**src/rtl/work_sender.sv**
```systemverilog
// -----------------------------------------------------------------------------
// work_sender
//   Serialises one work packet onto a UART 8N1 line. Byte k of the packet is
//   work[8k+7:8k], sent in order k = 0..PACKET_BYTES-1, LSB first. Frames of
//   one packet follow each other with no idle time between them. After the
//   last stop bit the line idles high for GAP_BITS bit-times before another
//   packet can be accepted.
//
//   Optional feature: define WORK_SENDER_ABORT_EN to add the abort input.
//   An abort while busy sends the line high and jumps to the closing gap,
//   which runs in full and ends without a done pulse. In the default build
//   the port and its logic are absent.
//
// Ports
//   clk         single clock for all logic
//   reset       synchronous, active-high reset
//   work        packet payload, captured only on an accepted load
//   load        single-cycle send request, accepted only while idle
//   abort       cancel the packet in flight (WORK_SENDER_ABORT_EN only)
//   TxD         UART line, idle high
//   busy        high from the cycle after an accepted load to the packet end
//   done        one-cycle pulse on the cycle busy falls after a full packet
//   byte_count  index of the byte on the line, 0 while idle
//
// Handshake: load is a request with no ready; it takes effect only in a cycle
// where busy is low, and any load seen while busy is high is dropped.
// -----------------------------------------------------------------------------
module work_sender #(
  parameter int CLOCK_RATE     = 25000000,
  parameter int UART_BAUD_RATE = 115200,
  parameter int PACKET_BYTES   = 80,
  parameter int GAP_BITS       = 16
) (
  input  logic                      clk,
  input  logic                      reset,
  input  logic [8*PACKET_BYTES-1:0] work,
  input  logic                      load,
`ifdef WORK_SENDER_ABORT_EN
  input  logic                      abort,
`endif
  output logic                      TxD,
  output logic                      busy,
  output logic                      done,
  output logic [6:0]                byte_count
);

  localparam int DIV        = CLOCK_RATE / UART_BAUD_RATE;
  localparam int GAP_CYCLES = GAP_BITS * DIV;
  localparam int TIMER_MAX  = (GAP_CYCLES > DIV) ? GAP_CYCLES : DIV;
  localparam int TW         = $clog2(TIMER_MAX + 1);

  localparam logic [TW-1:0] BIT_LAST  = TW'(DIV - 1);
  localparam logic [TW-1:0] GAP_LAST  = TW'(GAP_CYCLES - 1);
  localparam logic [6:0]    BYTE_LAST = 7'(PACKET_BYTES - 1);

  typedef enum logic [2:0] {
    S_IDLE  = 3'd0,
    S_START = 3'd1,
    S_DATA  = 3'd2,
    S_STOP  = 3'd3,
    S_GAP   = 3'd4
  } state_t;

  state_t                    state;
  state_t                    state_next;
  logic [TW-1:0]             timer;
  logic [2:0]                bit_idx;
  logic [8*PACKET_BYTES-1:0] payload;
  logic                      bit_end;
  logic                      gap_end;
  logic                      accept;
  logic                      force_gap;
  logic                      aborted;
  logic                      next_byte;

  assign bit_end   = (timer == BIT_LAST);
  assign gap_end   = (timer == GAP_LAST);
  assign accept    = (state == S_IDLE) && load;
  assign next_byte = (state == S_STOP) && (state_next == S_START);

`ifdef WORK_SENDER_ABORT_EN
  // Abort only redirects the frame states; a packet already in its gap just
  // finishes the gap. Abort in IDLE does nothing, so a load wins there.
  assign force_gap = abort && ((state == S_START) || (state == S_DATA) ||
                               (state == S_STOP));

  // Remembers that the packet in flight was cancelled so the gap ends quietly.
  always_ff @(posedge clk) begin
    if (reset) begin
      aborted <= 1'b0;
    end else if (accept) begin
      aborted <= 1'b0;
    end else if (abort && (state != S_IDLE)) begin
      aborted <= 1'b1;
    end
  end
`else
  assign force_gap = 1'b0;
  assign aborted   = 1'b0;
`endif

  // State register
  always_ff @(posedge clk) begin
    if (reset) begin
      state <= S_IDLE;
    end else begin
      state <= state_next;
    end
  end

  // Next-state logic
  always_comb begin
    state_next = state;
    case (state)
      S_IDLE:  if (load) state_next = S_START;
      S_START: if (bit_end) state_next = S_DATA;
      S_DATA:  if (bit_end && (bit_idx == 3'd7)) state_next = S_STOP;
      S_STOP:  if (bit_end) state_next = (byte_count == BYTE_LAST) ? S_GAP : S_START;
      S_GAP:   if (gap_end) state_next = S_IDLE;
      default: state_next = S_IDLE;
    endcase
    if (force_gap) state_next = S_GAP;
  end

  // Output decode: the line level follows the state directly.
  always_comb begin
    TxD  = 1'b1;
    busy = (state != S_IDLE);
    case (state)
      S_START: TxD = 1'b0;
      S_DATA:  TxD = payload[bit_idx];
      default: TxD = 1'b1;
    endcase
  end

  // Datapath: bit timer, bit index, payload shifter, byte counter, done.
  always_ff @(posedge clk) begin
    if (reset) begin
      timer      <= '0;
      bit_idx    <= '0;
      payload    <= '0;
      byte_count <= '0;
      done       <= 1'b0;
    end else begin
      // done lands on the first IDLE cycle, the same cycle busy drops.
      done <= (state == S_GAP) && gap_end && !aborted;

      // The timer restarts on every state change and on every data bit
      // boundary, so it never runs past one bit period (or one gap).
      if ((state == S_IDLE) || (state_next != state) ||
          ((state == S_DATA) && bit_end)) begin
        timer <= '0;
      end else begin
        timer <= timer + TW'(1);
      end

      if (accept) begin
        bit_idx <= '0;
      end else if ((state == S_DATA) && bit_end) begin
        bit_idx <= bit_idx + 3'd1;
      end

      // The current byte is always payload[7:0]; shift in the next one as
      // the stop bit hands over to the following start bit.
      if (accept) begin
        payload <= work;
      end else if (next_byte) begin
        payload <= payload >> 8;
      end

      if (state_next == S_IDLE) begin
        byte_count <= '0;
      end else if (next_byte) begin
        byte_count <= byte_count + 7'd1;
      end
    end
  end

endmodule

```
**config.mk**
```make
export PLATFORM = sky130hd
export DESIGN_NAME = work_sender
export DESIGN_NICKNAME = d
export VERILOG_FILES = /design/src/rtl/work_sender.sv
export SDC_FILE = /design/constraint.sdc
export NUM_CORES = 1
export LEC_CHECK = 0
export BUFFER_PORTS_ARGS = -buffer_cell sky130_fd_sc_hd__buf_4
export CORE_UTILIZATION = 35
export CTS_CLUSTER_DIAMETER = 50
export DETAILED_ROUTE_END_ITERATION = 10
export GPL_TIMING_DRIVEN = 0
export PLACE_DENSITY = 0.53
export SKIP_CTS_REPAIR_TIMING = 1
export SYNTH_ARGS = -nofsm -noshare
export SYNTH_HDL_FRONTEND = slang
export SYNTH_SLANG_ARGS = --single-unit
```
**constraint.sdc**
```tcl
create_clock -name clk -period 5.81 [get_ports clk]
set_input_delay 1.162 -clock clk [delete_from_list [all_inputs] [get_ports clk]]
set_output_delay 1.162 -clock clk [all_outputs]
set_load 0.01 [all_outputs]
```
==> qor.yml <==
p_leak_nw: 15.1
wl_per_cell_microns: 19.7
boundaryPins: 653
drive_gt1_frac: 0.287
synth-seq-area-share: 0.437
synth-xor-area-share: 0.00460
routed_wirelength_microns: 112000
synth_top_area_cell: "dfxtp_1"
worst_slew_pin_slew_ns: 1.14
cts_max_path_buffers: 3
tritoncts: "done"
regToRegEndpoint: "payload[468]"
min_from: "timer[0]"
rsz0062_at_grt: "no"
status: "completed"
holdCritPathClass: "reg2reg"
areaGrowthSynthToFinish_pct: 31.5
synthSimpleGateAreaFrac: 0.268
dr.first_iter.drc_count: 1579
dpl_worst_slack_ns: 1.61
fmax_mhz: 290
grt_pass1_vias: 29200
setup_viol: 0
yosysWarnings: 0
worst_setup_path_end_kind: "flop"
placed_area_sq_um: 36800
nNetsFinal: 5102
synthMuxAreaShare: 0.00345
antenna_found_initial: 36
finalClockSkew_ns: 0.0249
portBuffers: 651
nFillCells: 8771
fp.coreArea_sq_um: 85700
die_h_microns: 297
min_period_ns: 3.45
synth_seq_cells: 666
worstHoldEndpoint: "timer[0]"
design_area_sq_um: 40100
syn-mean-instance-area_sq_um: 8.22
die_area_sq_um: 88300
grt_max_degree: 13
initial_utilization: 0.356
r2r_cells: 7
cap_violations: 0
r2r_slack_ns: 2.48
cp-start-kind: "primary input"
regArea_sq_um: 13300
syn_nets: 4355
required_ns: 6.26
fin_setup_tns_ns: 0
htree_num_levels: 3
hpwl_microns: 85900
period_share: 0.594
arrival_ns: 3.90
clkLatencyLatePin_ns: 0.63
grt_use_total: 0.244
cts_inserted_buffers: 94
critPathMaxFanout: 10
relSlewSlack: 0.238
clock-sinks: 666
grt_pass1_wl_microns: 169000
drc: 0
multi_input_area_sq_um: 15300
finalMaxSlewViolations: 0
synth_top_area_share: 0.437
layout.cells.non_filler: 5697
ys_types: 41
dp_cells: 5502
synth_top_family_by_area: "simple AND/OR/NAND/NOR gates"
firstDrtPassIters: 5
postSynthCellCount: 3707
synthTopCellsByArea: "dfxtp_1 44%, nand2_1 13%, a311oi_1 12%"
netlist_area_sq_um: 30500
powerDensity_nw_per_um2: 313
synth_adder_area_share: 0.00205
vias_per_cell: 5.10
vias: 29100
peakVddDrop_v: 0.000244
fin_ws_ns: 2.36
worst-setup-path-type: "in2reg"
total_power_mw: 12.5
gp_congestion: 0.878
fp.dieW_microns: 297
rr_startpoint: "state[0]"
final_hold_viol_count: 0
synth_compound_area_frac: 0.225
cts.root.buffer_cell: "clkbuf_16"
overflow: 0
min_path_cells: 1
clk_pin_slew_ns: 0.05
postRouteAntennaNets: 0
fp-row-count: 107
cells in the final DEF, fill, tap and decap left out, types with 3 or more instances in the layout:
cell and count:
buf_12 22, clkinv_4 7, nor3b_1 3, xor2_1 5, mux2i_1 6, buf_1 5
clkinv_2 16, clkbuf_1 286, a311oi_2 200, clkinvlp_4 9, and3_1 6, buf_4 652
inv_1 4, nand4_1 6, buf_2 59, and2_1 3, clkbuf_8 10, nand2_2 200
diode_2 22, nor3_1 14, a311oi_1 432, nor2_1 657, dfxtp_1 666, nand2_1 1082
a21oi_1 10, clkbuf_16 96, bufinv_16 10, xnor2_1 11, ha_1 5, inv_6 9
nand3_1 14
sequential cells by signal (all words and copies together), names as in the netlist:
name        flops
byte_count      7
timer          12
payload       640
done            1
state           3
bit_idx         3
logic make-up after synthesis:
family / after synthesis
AOI/OAI and AO/OA: 646
xor gates and xnor gates: 16
adders and majority gates: 5
buffers and inverters: 366
DFF: 666
muxes: 8
and+or+nand+nor: 2000
report_power, final:
group          total, mW  internal, mW  switching (mW)
logic               1.45         0.670           0.784
clock network       5.88          3.63            2.25
registers           5.20          4.97           0.230
synthesized netlist by cell type:
master       n
nand2_1   1082
dfxtp_1    666
nor2_1     657
a311oi_1   432
clkbuf_1   273
a311oi_2   200
nand2_2    200
buf_2       59
buf_12      22
nand3_1     14
nor3_1      14
xnor2_1     11
a21oi_1     10
and3_1       6
mux2i_1      6
nand4_1      6
buf_1        5
ha_1         5
xor2_1       5
inv_1        4
and2_1       3
nor3b_1      3
mux4_2       2
nor4_1       2
nor4b_1      2
nor4bb_1     2
or3_1        2
a21o_1       1
a31oi_1      1
a41oi_1      1
and3b_1      1
and4_1       1
and4bb_2     1
buf_4        1
buf_6        1
clkbuf_2     1
nand2b_1     1
nand3b_1     1
o21ai_0      1
or2_2        1
or3b_2       1
worst max-delay path, stage by stage:
cell and delay (ns):
clkbuf_1 0.81, clkbuf_1 0.61, clkbuf_1 0.59, clkbuf_1 0.65, a311oi_2 0.05
stage by stage:
step,util,hold slack [ns]
finish,0.468,0.457
detailed placement,0.429,0.449
CTS,0.467,0.461
global placement,0.429,0.442
floorplan,-,0.426
global route,0.467,0.484
layout make-up:
class	instances	share of cell area
Timing Repair Buffer	651	0.122
Sequential cell	666	0.333
Tap cell	1144	0.0357
Antenna cell	22	0.00137
Clock inverter	54	0.0156
Multi-Input combinational cell	2675	0.383
Clock buffer	119	0.0646
Buffer	362	0.0450
Inverter	4	0.000375
how the worst max path moves through the flow:
stage / from / end / slack [ns] / cells past startpoint
finish: reset / payload[476] / 2.36 / 5
global route: state[2] / payload[472] / 2.19 / 7
CTS: reset / payload[482] / 2.28 / 5
detailed placement: load / payload[468] / 1.61 / 6
global placement: load / payload[466] / 1.62 / 6
floorplan: reset / payload[444] / 3.26 / 5
per-layer routing:
metal	up-vias	GRT usage	share of wire
met4	28	0.0863	0.030
met5	-	0	0.0016
met1	13600	0.316	0.44
met2	742	0.398	0.47
met3	196	0.0527	0.055
li1	14500	-	-
No activity file was read; power rests on OpenSTA's default activity.
